## src/rtl/photonic_result_collector_if.sv

```systemverilog
// Stream-in / word-out bundle for photonic_result_collector.
// m_parity exists only when PHOTONIC_COLLECT_PARITY_EN is defined.
interface photonic_result_collector_if #(
  parameter int PRECISION = 8,
  parameter int OUT_WIDTH = 32,
  parameter int DEPTH     = 8
);
  localparam int PACK = OUT_WIDTH / PRECISION;

  logic [PRECISION-1:0]     s_data;
  logic                     s_valid;
  logic                     flush;
  logic [OUT_WIDTH-1:0]     m_data;
  logic [$clog2(PACK):0]    m_lanes;
  logic                     m_valid;
  logic                     m_ready;
  logic [$clog2(DEPTH):0]   fifo_level;
  logic                     overflow;
  logic                     clear_ovf;
`ifdef PHOTONIC_COLLECT_PARITY_EN
  logic                     m_parity;
`endif

  // Collector side: receives the result stream, drives the readout words.
  modport slave (
    input  s_data, s_valid, flush, m_ready, clear_ovf,
    output m_data, m_lanes, m_valid, fifo_level, overflow
`ifdef PHOTONIC_COLLECT_PARITY_EN
    , output m_parity
`endif
  );

  // Producer/host side: drives beats and handshakes, observes the words.
  modport master (
    output s_data, s_valid, flush, m_ready, clear_ovf,
    input  m_data, m_lanes, m_valid, fifo_level, overflow
`ifdef PHOTONIC_COLLECT_PARITY_EN
    , input m_parity
`endif
  );
endinterface

```

## src/rtl/photonic_result_collector.sv

```systemverilog
// Packs PRECISION-bit result beats LSB-first into OUT_WIDTH-bit words, queues them in a
// first-word-fall-through FIFO and drops (sticky overflow) when full. Optional PHOTONIC_COLLECT_PARITY_EN.
module photonic_result_collector #(
  parameter int PRECISION = 8,
  parameter int OUT_WIDTH = 32,
  parameter int DEPTH     = 8
) (
  input  logic                      clk,
  input  logic                      rst_n,
  photonic_result_collector_if.slave bus
);
  localparam int PACK = OUT_WIDTH / PRECISION;
  localparam int LCW  = (PACK > 1) ? $clog2(PACK) : 1;
  localparam int LNW  = $clog2(PACK) + 1;
  localparam int PTW  = $clog2(DEPTH);
  localparam int LVW  = PTW + 1;

  logic [LCW-1:0]       lc;
  logic [OUT_WIDTH-1:0] partial;
  logic [OUT_WIDTH-1:0] mem_data  [DEPTH];
  logic [LNW-1:0]       mem_lanes [DEPTH];
  logic [PTW-1:0]       wr_ptr;
  logic [PTW-1:0]       rd_ptr;
  logic [LVW-1:0]       level;
  logic                 ovf;

  logic [OUT_WIDTH-1:0] commit_word;
  logic [LNW-1:0]       commit_lanes;
  logic                 last_lane;
  logic                 commit;
  logic                 empty;
  logic                 full;
  logic                 pop;
  logic                 push;
  logic                 drop;

  always_comb begin
    commit_word  = partial;
    commit_lanes = LNW'(lc);
    if (bus.s_valid) begin
      commit_word  = partial | (OUT_WIDTH'(bus.s_data) << (int'(lc) * PRECISION));
      commit_lanes = LNW'(lc) + LNW'(1);
    end
  end

  assign last_lane = (lc == LCW'(PACK - 1));
  // A flush with a beat on the last lane is just an ordinary full commit.
  assign commit    = (bus.s_valid && (last_lane || bus.flush))
                   || (bus.flush && !bus.s_valid && (lc != '0));
  assign empty     = (level == '0);
  assign full      = (level == LVW'(DEPTH));
  assign pop       = !empty && bus.m_ready;
  assign push      = commit && (!full || pop);
  assign drop      = commit && !push;

  always_ff @(posedge clk or negedge rst_n) begin
    if (!rst_n) begin
      lc      <= '0;
      partial <= '0;
    end else if (commit) begin
      lc      <= '0;
      partial <= '0;
    end else if (bus.s_valid) begin
      lc      <= lc + LCW'(1);
      partial <= commit_word;
    end
  end

  always_ff @(posedge clk or negedge rst_n) begin
    if (!rst_n) begin
      wr_ptr <= '0;
      rd_ptr <= '0;
      level  <= '0;
      ovf    <= 1'b0;
    end else begin
      if (push) wr_ptr <= wr_ptr + PTW'(1);
      if (pop)  rd_ptr <= rd_ptr + PTW'(1);
      case ({push, pop})
        2'b10:   level <= level + LVW'(1);
        2'b01:   level <= level - LVW'(1);
        default: level <= level;
      endcase
      if (drop)               ovf <= 1'b1;
      else if (bus.clear_ovf) ovf <= 1'b0;
    end
  end

  // Storage is not reset; the outputs are masked while the FIFO is empty.
  always_ff @(posedge clk) begin
    if (push) begin
      mem_data[wr_ptr]  <= commit_word;
      mem_lanes[wr_ptr] <= commit_lanes;
    end
  end

  assign bus.m_valid    = !empty;
  assign bus.m_data     = empty ? '0 : mem_data[rd_ptr];
  assign bus.m_lanes    = empty ? '0 : mem_lanes[rd_ptr];
  assign bus.fifo_level = level;
  assign bus.overflow   = ovf;

`ifdef PHOTONIC_COLLECT_PARITY_EN
  logic mem_par [DEPTH];

  always_ff @(posedge clk) begin
    if (push) mem_par[wr_ptr] <= (^commit_word) ^ (^commit_lanes);
  end

  assign bus.m_parity = empty ? 1'b0 : mem_par[rd_ptr];
`endif
endmodule

```

## src/flat_wrapper.sv

```systemverilog
// flat-port wrapper written by rule: the top's interface ports become plain ports
module photonic_result_collector_flat 
#(
  parameter int PRECISION = 8,
  parameter int OUT_WIDTH = 32,
  parameter int DEPTH     = 8
)
  (clk, rst_n, bus_s_data, bus_s_valid, bus_flush, bus_m_ready, bus_clear_ovf, bus_m_data, bus_m_lanes, bus_m_valid, bus_fifo_level, bus_overflow);
  photonic_result_collector_if #(.PRECISION(PRECISION), .OUT_WIDTH(OUT_WIDTH), .DEPTH(DEPTH)) bus_i ();
  input  logic clk;
  input  logic rst_n;
  input wire logic [$bits(bus_i.s_data)-1:0] bus_s_data;
  input wire logic [$bits(bus_i.s_valid)-1:0] bus_s_valid;
  input wire logic [$bits(bus_i.flush)-1:0] bus_flush;
  input wire logic [$bits(bus_i.m_ready)-1:0] bus_m_ready;
  input wire logic [$bits(bus_i.clear_ovf)-1:0] bus_clear_ovf;
  output wire logic [$bits(bus_i.m_data)-1:0] bus_m_data;
  output wire logic [$bits(bus_i.m_lanes)-1:0] bus_m_lanes;
  output wire logic [$bits(bus_i.m_valid)-1:0] bus_m_valid;
  output wire logic [$bits(bus_i.fifo_level)-1:0] bus_fifo_level;
  output wire logic [$bits(bus_i.overflow)-1:0] bus_overflow;
  assign bus_i.s_data = bus_s_data;
  assign bus_i.s_valid = bus_s_valid;
  assign bus_i.flush = bus_flush;
  assign bus_i.m_ready = bus_m_ready;
  assign bus_i.clear_ovf = bus_clear_ovf;
  assign bus_m_data = bus_i.m_data;
  assign bus_m_lanes = bus_i.m_lanes;
  assign bus_m_valid = bus_i.m_valid;
  assign bus_fifo_level = bus_i.fifo_level;
  assign bus_overflow = bus_i.overflow;
  photonic_result_collector #(.PRECISION(PRECISION), .OUT_WIDTH(OUT_WIDTH), .DEPTH(DEPTH)) u_core (.clk(clk), .rst_n(rst_n), .bus(bus_i));
endmodule
```

## config.mk

```make
export PLATFORM = sky130hd
export DESIGN_NAME = photonic_result_collector_flat
export DESIGN_NICKNAME = d
export VERILOG_FILES = /design/src/rtl/photonic_result_collector_if.sv /design/src/rtl/photonic_result_collector.sv /design/src/flat_wrapper.sv
export SDC_FILE = /design/constraint.sdc
export NUM_CORES = 1
export LEC_CHECK = 0
export BUFFER_PORTS_ARGS = -buffer_cell sky130_fd_sc_hd__buf_2
export CORE_MARGIN = 2
export CORE_UTILIZATION = 30
export DETAILED_ROUTE_END_ITERATION = 12
export PLACE_DENSITY_LB_ADDON = 0.08
export SYNTH_ARGS = -nofsm -noshare
export SYNTH_HDL_FRONTEND = slang
export SYNTH_SLANG_ARGS = --single-unit
export TNS_END_PERCENT = 10
```

## constraint.sdc

```tcl
create_clock -name clk -period 4.7 [get_ports clk]
set_clock_uncertainty 0.1 [all_clocks]
set_input_delay 0.47 -clock clk [delete_from_list [all_inputs] [get_ports clk]]
set_output_delay 0.47 -clock clk [all_outputs]
set_load 0.03 [all_outputs]
```

==> impl_results.md <==
* Crit path required time at 4130 ps
* Fin crit period at 3540 ps
* Latest clock arrival within the worst-skew pair at 520 ps
* Peak Freq at 283 MHz
* Max-slew headroom at 26.1%
* DR DRC count at 0
* Core area at 0.0419 sq mm
* Period utilisation layout at 75.3%
* Cell Pwr Density at 701 mW/mm^2
* Vias at 6,080
* Drt first pass iters at 5
* Starting Density at 30.4%
* Total GRT Usage at 13.9%
* Fin. Hold Viols at 0
* Post-synth top area cell: edfxtp_1
* Setup Fix Bufs, Post-CTS at 0
* TritonCTS sink count at 325
* Final Slew Violations at 0
* Die width at 210 microns
* Delay of the slowest critical-path stage at 900 ps
* WP buf/inv at 2
* P_leak at 5.47 nW
* VDD IR max at 433 uV
* IO Port Bufs at 54
* Num CTS Buffers at 37
* Outcome: finished clean
* H-tree levels at 2
* Share of flip-flops with an asynchronous set or reset at 13.8%
* Root Buffer: clkbuf_16
* Max Buffers Root-to-Sink at 3
* Library cells used by synthesis at 37
* Fin nets at 735
* Post_cts resized at 0
* Vias per std cell at 4.75
* DIE HEIGHT at 210 microns
* MaxCap Viol Count at 0
* Synth Area per Inst at 20.1 sq um
* Crit-path cells: buf_4 > mux4_2 > mux2i_1 > nor2_1 > buf_2
* Worst Path Arrival at 2970 ps
* Synth Warn # at 0
* Critical-path maximum fanout at 31
* Average wire per standard cell at 23.4 microns
* # IOs at 55
* Worst Tran Pin Value at 1110 ps
* Initial antenna violation count at 0
* Commonest non-fill, non-tap cell in the layout: edfxtp_1
* First-pass GRT wire length at 44,700 microns
* Most frequent cells in the layout: edfxtp_1 (280), mux4_2 (70), buf_2 (54)
* Row Count at 75
* DIE AREA at 0.0441 sq mm
* Final setup viols at 0
* Syn nets at 654
* Fraction of layout cells with a size suffix above 1 at 29.2%
* CTS tree: built
* Ant. Diodes at 0
* Synth area leaders: edfxtp_1 (66%), mux4_2 (12%), dfrtp_1 (8.8%), mux2i_1 (2.8%), a21o_1 (1.9%)
* Setup crit end kind: output pin
* Syn-to-layout area delta at 17.2%
* Worst Setup Path Type: reg -> out
* CP Launch Type: flip-flop
* Worst Setup SP: u_core.rd_ptr[0]$_DFFE_PN0P_
* Top cell type's share of synthesized area at 66.0%
* Sequential-to-total area share from yosys stat at 74.9%
* Initial DRC Count at 412
* RSZ-0062 raised after global routing: no
* Worst-path clk slew at 60 ps
* FF+latch count, synth at 325
* CP delay by family, top: flip-flops
* Ys flop type: edfxtp_1
* Final Core Density at 35.6%
* Slowest stage cell, crit path: dfrtp_4
* Gr ovfl total at 0
* Mapped Cells at 633
* Post-synth EDFFs at 280
* Total negative slack at 0 ps
* Number of global-route vias before repair at 6,765
* Hpwl dp at 17,700 microns
* Hold_sp: bus_clear_ovf
* FF-to-FF Start: u_core.lc[0]$_DFFE_PN0P_
* Post-Syn Area at 0.0127 sq mm
* Aggregate routed wire length at 29,900 microns
* Min-Delay Path Class: in -> reg
* Antenna viol nets, final at 0
* GPL Wtd Cong at 0.685
* Largest net degree at the start of global routing at 46
-- final timing paths --
kind / endpoint / slack (ps) / cells after the start
max: bus_m_data[12] / 1160 / 5
min: u_core.bus.overflow$_DFFE_PN0P_ / 70 / 2
max reg2reg: u_core.mem_data[3][1]$_DFFE_PP_ / 1570 / 7
min reg2reg: u_core.partial[8]$_DFFE_PN0P_ / 400 / 1
max in group asynchronous: u_core.rd_ptr[0]$_DFFE_PN0P_ / 3490 / 3
min in group asynchronous: u_core.partial[12]$_DFFE_PN0P_ / 500 / 3
-- state kept, by name (all words and copies together) (netlist names) --
| signal | cells |
|---|---|
| u_core.rd_ptr | 3 |
| u_core.bus.fifo_level | 4 |
| u_core.lc | 2 |
| u_core.bus.overflow | 1 |
| u_core.wr_ptr | 3 |
| u_core.partial | 32 |
| u_core.mem_data | 256 |
| u_core.mem_lanes | 24 |
-- power by group --
| group | total (W) | internal (W) | leakage, nW | switching (W) |
|---|---|---|---|---|
| Combinational | 0.00340 | 0.00129 | 1.71 | 0.00211 |
| Sequential | 0.00426 | 0.00386 | 3.18 | 0.000398 |
| Clock | 0.00281 | 0.00169 | 0.585 | 0.00111 |
-- timing repair --
item / CTS / global route
endpoints found under the setup margin: 0 / 0
hold endpoints to repair: 40 / 0
hold buffers: 1 / 0
-- metal layers --
metal,track usage [%],vias up,part of all wire (%)
met1,18.5,3262,45
met4,4.11,0,2.3
li1,-,2669,-
met3,2.29,39,3.3
met2,23.5,110,49
met5,0,-,0
-- final cells by class --
type | instances | area, sq um
Sequential cell | 325 | 9540
Fill cell | 3871 | 27000
Tap cell | 539 | 674
Clock inverter | 12 | 121
Inverter | 8 | 30.0
Clock buffer | 53 | 1070
Multi-Input combinational cell | 268 | 3070
Timing Repair Buffer | 74 | 423
-- synth_stat cells (4+ instances only) --
master    instances
and2_1           32
clkbuf_1         12
buf_2             6
xor2_1            7
a21o_1           32
nand2_1           5
mux4_2           70
mux2i_1          36
nor2_1           44
dfrtp_1          45
ha_1              7
edfxtp_1        280
buf_1             6
and3_1            4
buf_4             7
inv_1             8
-- stage by stage --
stage,setup WS [ps],std cells,cell area [sq um],total power (W),hold slack [ps]
6_report,1160,1279,14900,0.0105,66.0
2_1_floorplan,1250,633,12700,0.00663,74.4
5_1_grt,889,1279,14900,0.0110,64.6
3_3_place_gp,1600,1213,13700,0.00775,385
3_5_place_dp,1510,1213,13700,0.00782,385
4_1_cts,1040,1279,14900,0.0107,44.5
-- logic make-up (layout without fill, tap and decap cells) --
logic type / count (synthesis) / count (layout) / synth area share, %
simple gates: 101 / 101 / 4.29
xor+xnor: 10 / 10 / 0.688
fa+ha+maj: 7 / 7 / 0.688
compound gates: 41 / 41 / 2.49
mux: 109 / 109 / 15.5
flops: 325 / 325 / 74.9
buf+inv: 40 / 147 / 1.45
Note: power is estimated with default switching activity, not from simulation.
